$ cat src/rtl/regfile_pkg.sv
// Shared types and constants for the register-file read bypass.
package regfile_pkg;

    localparam int REGFILE_DATA_W    = 64;
    localparam int REGFILE_IDX_W     = 5;
    localparam int REGFILE_BYTES     = 8;
    localparam int REGFILE_NUM_READ  = 8;
    localparam int REGFILE_NUM_WRITE = 4;

    typedef logic [REGFILE_BYTES-1:0] regfile_mask_t;

    typedef struct packed {
        logic                      write;
        logic [REGFILE_IDX_W-1:0]  address;
        logic [REGFILE_DATA_W-1:0] value;
        regfile_mask_t             byteMask;
    } regfile_wr_t;

endpackage

$ cat src/rtl/regfile_bypass_lane.sv
// One read lane: merges captured same-cycle write bytes over SRAM read data.
module regfile_bypass_lane
    import regfile_pkg::*;
#(
    parameter int NUM_WRITE = REGFILE_NUM_WRITE
) (
    input  logic [REGFILE_IDX_W-1:0]  rd_index,
    input  logic [REGFILE_DATA_W-1:0] sram_data,
    input  regfile_wr_t [NUM_WRITE-1:0] wr,
    output logic [REGFILE_DATA_W-1:0] value,
    output logic                      hit
);

    // Ascending port order lets the highest-numbered matching port win each byte.
    always_comb begin
        value = sram_data;
        hit   = 1'b0;
        for (int j = 0; j < NUM_WRITE; j++) begin
            if (wr[j].write && (wr[j].address == rd_index)) begin
                for (int k = 0; k < REGFILE_BYTES; k++) begin
                    if (wr[j].byteMask[k]) begin
                        value[8*k +: 8] = wr[j].value[8*k +: 8];
                        hit             = 1'b1;
                    end
                end
            end
        end
    end

endmodule

$ cat src/rtl/regfile_read_bypass.sv
// Read-during-write bypass behind the 32x64 register SRAM (1-cycle latency).
// Optional REGFILE_BYPASS_CNT_EN adds the saturating bypass_hits counter.
module regfile_read_bypass
    import regfile_pkg::*;
#(
    parameter int NUM_READ  = REGFILE_NUM_READ,
    parameter int NUM_WRITE = REGFILE_NUM_WRITE,
    parameter int ADDR_W    = 7,
    parameter int IDX_W     = REGFILE_IDX_W,
    parameter int DATA_W    = REGFILE_DATA_W
) (
    input  logic                          clock,
    input  logic                          reset_n,
    input  logic [NUM_READ-1:0]           rd_valid,
    input  logic [NUM_READ*ADDR_W-1:0]    rd_address,
    input  logic [NUM_WRITE-1:0]          wr_write,
    input  logic [NUM_WRITE*ADDR_W-1:0]   wr_address,
    input  logic [NUM_WRITE*DATA_W-1:0]   wr_value,
    input  logic [NUM_WRITE*DATA_W/8-1:0] wr_byteMask,
    input  logic [NUM_READ*DATA_W-1:0]    sram_data,
    output logic [NUM_READ-1:0]           out_valid,
    output logic [NUM_READ*DATA_W-1:0]    out_value
`ifdef REGFILE_BYPASS_CNT_EN
    ,
    output logic [31:0]                   bypass_hits
`endif
);

    localparam int BYTES = DATA_W / 8;

    logic [NUM_READ-1:0]            vld_p1;
    logic [NUM_READ-1:0][IDX_W-1:0] rd_idx_p1;
    regfile_wr_t [NUM_WRITE-1:0]    wr_p1;
    logic [NUM_READ-1:0]            lane_hit;

    // Upper address bits alias onto the same SRAM row and are deliberately dropped.
    logic [NUM_READ+NUM_WRITE-1:0]  unused_addr_hi;
    for (genvar i = 0; i < NUM_READ; i++) begin : g_rd_hi
        assign unused_addr_hi[i] = ^rd_address[i*ADDR_W+IDX_W +: ADDR_W-IDX_W];
    end
    for (genvar j = 0; j < NUM_WRITE; j++) begin : g_wr_hi
        assign unused_addr_hi[NUM_READ+j] = ^wr_address[j*ADDR_W+IDX_W +: ADDR_W-IDX_W];
    end

    // ---- stage p0 -> p1: capture read requests and same-cycle writes ----
    always_ff @(posedge clock) begin
        if (!reset_n) begin
            vld_p1    <= '0;
            rd_idx_p1 <= '0;
            wr_p1     <= '0;
        end else begin
            vld_p1 <= rd_valid;
            for (int i = 0; i < NUM_READ; i++) begin
                rd_idx_p1[i] <= rd_address[i*ADDR_W +: IDX_W];
            end
            for (int j = 0; j < NUM_WRITE; j++) begin
                wr_p1[j].write    <= wr_write[j];
                wr_p1[j].address  <= wr_address[j*ADDR_W +: IDX_W];
                wr_p1[j].value    <= wr_value[j*DATA_W +: DATA_W];
                wr_p1[j].byteMask <= wr_write[j] ? wr_byteMask[j*BYTES +: BYTES] : '0;
            end
        end
    end

    // ---- stage p1: merge against SRAM data arriving this cycle ----
    for (genvar i = 0; i < NUM_READ; i++) begin : g_lane
        regfile_bypass_lane #(
            .NUM_WRITE (NUM_WRITE)
        ) u_lane (
            .rd_index  (rd_idx_p1[i]),
            .sram_data (sram_data[i*DATA_W +: DATA_W]),
            .wr        (wr_p1),
            .value     (out_value[i*DATA_W +: DATA_W]),
            .hit       (lane_hit[i])
        );
    end

    assign out_valid = vld_p1;

`ifdef REGFILE_BYPASS_CNT_EN
    localparam int CNT_W = $clog2(NUM_READ + 1);

    logic [CNT_W-1:0] hit_count;
    logic [32:0]      hit_sum;
    logic [31:0]      hit_total;

    always_comb begin
        hit_count = '0;
        for (int i = 0; i < NUM_READ; i++) begin
            if (vld_p1[i] && lane_hit[i]) begin
                hit_count = hit_count + CNT_W'(1);
            end
        end
    end

    assign hit_sum = {1'b0, hit_total} + 33'(hit_count);

    always_ff @(posedge clock) begin
        if (!reset_n) begin
            hit_total <= '0;
        end else begin
            hit_total <= hit_sum[32] ? '1 : hit_sum[31:0];
        end
    end

    assign bypass_hits = hit_total;
`else
    logic unused_lane_hit;
    assign unused_lane_hit = ^lane_hit;
`endif

endmodule

$ cat config.mk
export PLATFORM = sky130hd
export DESIGN_NAME = regfile_read_bypass
export DESIGN_NICKNAME = d
export VERILOG_FILES = /design/src/rtl/regfile_pkg.sv /design/src/rtl/regfile_bypass_lane.sv /design/src/rtl/regfile_read_bypass.sv
export SDC_FILE = /design/constraint.sdc
export NUM_CORES = 2
export LEC_CHECK = 0
export BUFFER_PORTS_ARGS = -buffer_cell sky130_fd_sc_hd__buf_2
export CORE_AREA = 2 2 559 561
export DETAILED_ROUTE_END_ITERATION = 8
export DIE_AREA = 0 0 561 563
export SETUP_SLACK_MARGIN = 0.15
export SYNTH_ARGS = -nofsm -noshare
export SYNTH_HDL_FRONTEND = slang
export SYNTH_SLANG_ARGS = --single-unit
$ cat constraint.sdc
create_clock -name clock -period 3.57 [get_ports clock]
set_clock_uncertainty 0.1 [all_clocks]
set_input_delay 0.5355 -clock clock [delete_from_list [all_inputs] [get_ports clock]]
set_output_delay 0.5355 -clock clock [all_outputs]
set_load 0.05 [all_outputs]
==> out/qor.csv <==
stage;metric;value;unit
synthesis;syn_inst;4863;
layout;multi_input_area;32400;um2
layout;layout.cells.non_filler;12031;
setup_path;worstSetupPathType;flop to primary output;
routing;m1WireLength;197;mm
power;powerDensity;265;nW/um2
synthesis;synth_warnings;0;
sta;hold_viol_final;0;
synthesis;avgSynthCellArea;7.34;um2
routing;drt_pre_antenna_iters;6;
synthesis;synth_edf_count;0;
setup_path;critPathCaptureType;primary output;
layout;drive_gt1_share;52.4;%
clock_tree;ctsLongestPathBuffers;3;
routing;vias_per_cell;4.98;
power;internal_power;11800;uW
outcome;outcome;complete, but fails checks;
routing;ant_nets;0;
layout;final_nets;8579;
power;p_switching;9290;uW
power;clock_power_share;29.2;%
power;swShare;44.1;%
layout;final_common_cell;buf_4;
sta;max_slew.worst_pin.slew;1190;ps
placed_design;globalplace.congestion;1.04;
clock_tree;clkTransAtPathRegs;70;ps
sta;relSlewSlack;20.5;%
setup_path;required;2930;ps
power;ir_worst_vdd;416;uV
floorplanning;die_area;316000;um2
layout;final_cell_mix;buf_4 (955), buf_2 (926), buf_12 (623);
floorplanning;start_util;11.5;%
layout;fillers;33705;
grt;track_usage;30.7;%
setup_path;critPathArrivalTime;3440;ps
sta;max_freq;246;MHz
routing;wl_per_cell;42.6;um
grt;antenna_found_initial;306;
floorplanning;rows;205;
floorplanning;fp.dieH;563;um
floorplanning;fp.dieW;561;um
synthesis;yosysSeqAreaShare;20.2;%
sta;period_needed;4070;ps
placed_design;dp_hpwl;420;mm
sta;rsz0062_at_grt;true;
clock_tree;root_buffer;clkbuf_16;
synthesis;synth_fp_nets;5761;
routing;wl_met3;58.7;mm
outcome;violations;setup timing;
setup_path;crit_fanout;8;
grt;grt-ovfl-total;0;
grt;grt_pass1_vias;56679;
routing;top_layer;met5;
synthesis;yosysTopAreaCellShare;20.2;%
synthesis;yosys.area.top_type;dfxtp_1;
routing;first_iter_violations;7807;
grt;grt_pass1_wl;630;mm
routing;dr_total_vias;59946;
clock_tree;cts_made_buffers;54;
synthesis;ys_types;85;
synthesis;synthArstFlopShare;0;%
power;seqPwrFrac;23.4;%
power;power_leakage;0.0331;uW
sta;tns;-151890;ps
flow_run;drv_cap;0;
synthesis;synth_ff_type;dfxtp_1;
clock_tree;clock_sinks;360;
clock_tree;cts_tree;done;
routing;route.met2.wl;223;mm
placed_design;numPortBuffers;1393;
clock_tree;htreeDepth;2;
floorplanning;ios;1418;
synthesis;synth_seq_cells;360;
sta;min_period_over_period;114;%
sta;setup_slack;-502;ps
sta;finalSetupViolations;511;
power;p_comb_share;47.4;%
floorplanning;core-area;310000;um2
routing;totalWireLength;512;mm
min_path;holdCritPathClass;input pin to flop;
layout;area_delta_synth_final;123;%
routing;drc;0;
layout;register_area;7320;um2
synthesis;synth.area.top_cells;dfxtp_1 (20%), mux2i_1 (8.2%), and2_1 (6.6%);
grt;grt_max_degree;115;
sta;drv_slew;0;
synthesis;synthesis.area;35700;um2
setup_path;cp-start-kind;flop;
placed_design;place_inst;11150;
final cells by class:
cell class / instances / share of cell area [%]
Clock buffer: 60 / 1.79
Antenna cell: 165 / 0.519
Sequential cell: 360 / 9.19
Multi-Input combinational cell: 4033 / 40.7
Inverter: 41 / 0.200
Timing Repair Buffer: 3191 / 40.4
Clock inverter: 41 / 0.635
Tap cell: 4140 / 6.51
power by group through the flow:
stage,logic (uW),clock network [uW],registers [uW]
floorplan,3050,0,4510
global placement,8330,0,4960
detailed placement,8290,0,4950
CTS,9350,6360,4880
global route,10100,6440,4920
finish,9980,6150,4940
routing by layer:
metal	global-route usage, %	vias to the layer above
met3	10.5	1206
met1	37.1	29582
met5	0	-
met4	15.1	152
li1	-	24135
met2	48.2	4871
through the flow:
step	util (%)	hold WS (ps)	worst slack [ps]	total power [uW]	area (um2)
2_1_floorplan	-	557	-332	7560	36100
3_3_place_gp	20.5	644	-394	13300	63700
3_5_place_dp	20.5	644	-356	13200	63700
4_1_cts	23.7	1.53	-546	20600	73700
5_1_grt	25.6	20.5	-571	21500	79400
6_report	25.6	46.5	-502	21100	79600
sequential cells by signal, indices dropped and copies added (netlist names):
signal / cells
out_valid: 8
rd_idx_p1: 40
wr_p1: 312
worst max-delay path, cell delays in order (launching register included):
cell and delay [ps]:
dfxtp_4 520, xnor2_2 160, nand3_2 120, buf_12 180, buf_12 140, or3_4 390
buf_4 190, mux2i_1 150, a221oi_2 350, a211o_1 270, buf_12 190
final timing paths:
kind	cells past startpoint	slack, ps	startpoint	endpoint
hold / removal	2	50	rd_address[36]	rd_idx_p1[26]
setup / recovery	10	-500	wr_p1[72]	out_value[47]
kinds of logic after synthesis:
logic type | after synthesis | share of synthesized area [%]
simple gates | 1936 | 27.7
flops | 360 | 20.2
compound gates | 1450 | 28.3
xor+xnor | 160 | 4.08
buf+inv | 470 | 5.39
mux | 487 | 14.4
synth_stat cells (all sizes together) (43+ instances only):
cell type,number
nor2,435
and2,378
dfxtp,360
o21ai,347
nand2,341
clkbuf,324
mux2i,292
nand3,269
nor3,227
mux2,195
a21oi,186
and3,111
a31oi,109
buf,105
o221ai,93
a211oi,92
o22ai,86
xor2,83
a211o,78
xnor2,77
a221oi,68
o211ai,66
or3,53
nand2b,43
timing repair:
action,CTS,global route
resized for setup,795,896
hold buffers,338,0
hold endpoints to repair,338,0
pin swaps,138,190
setup endpoints to repair,512,512
cloned,9,15
setup buffers,117,138
Power figures use the tool's default switching activity.
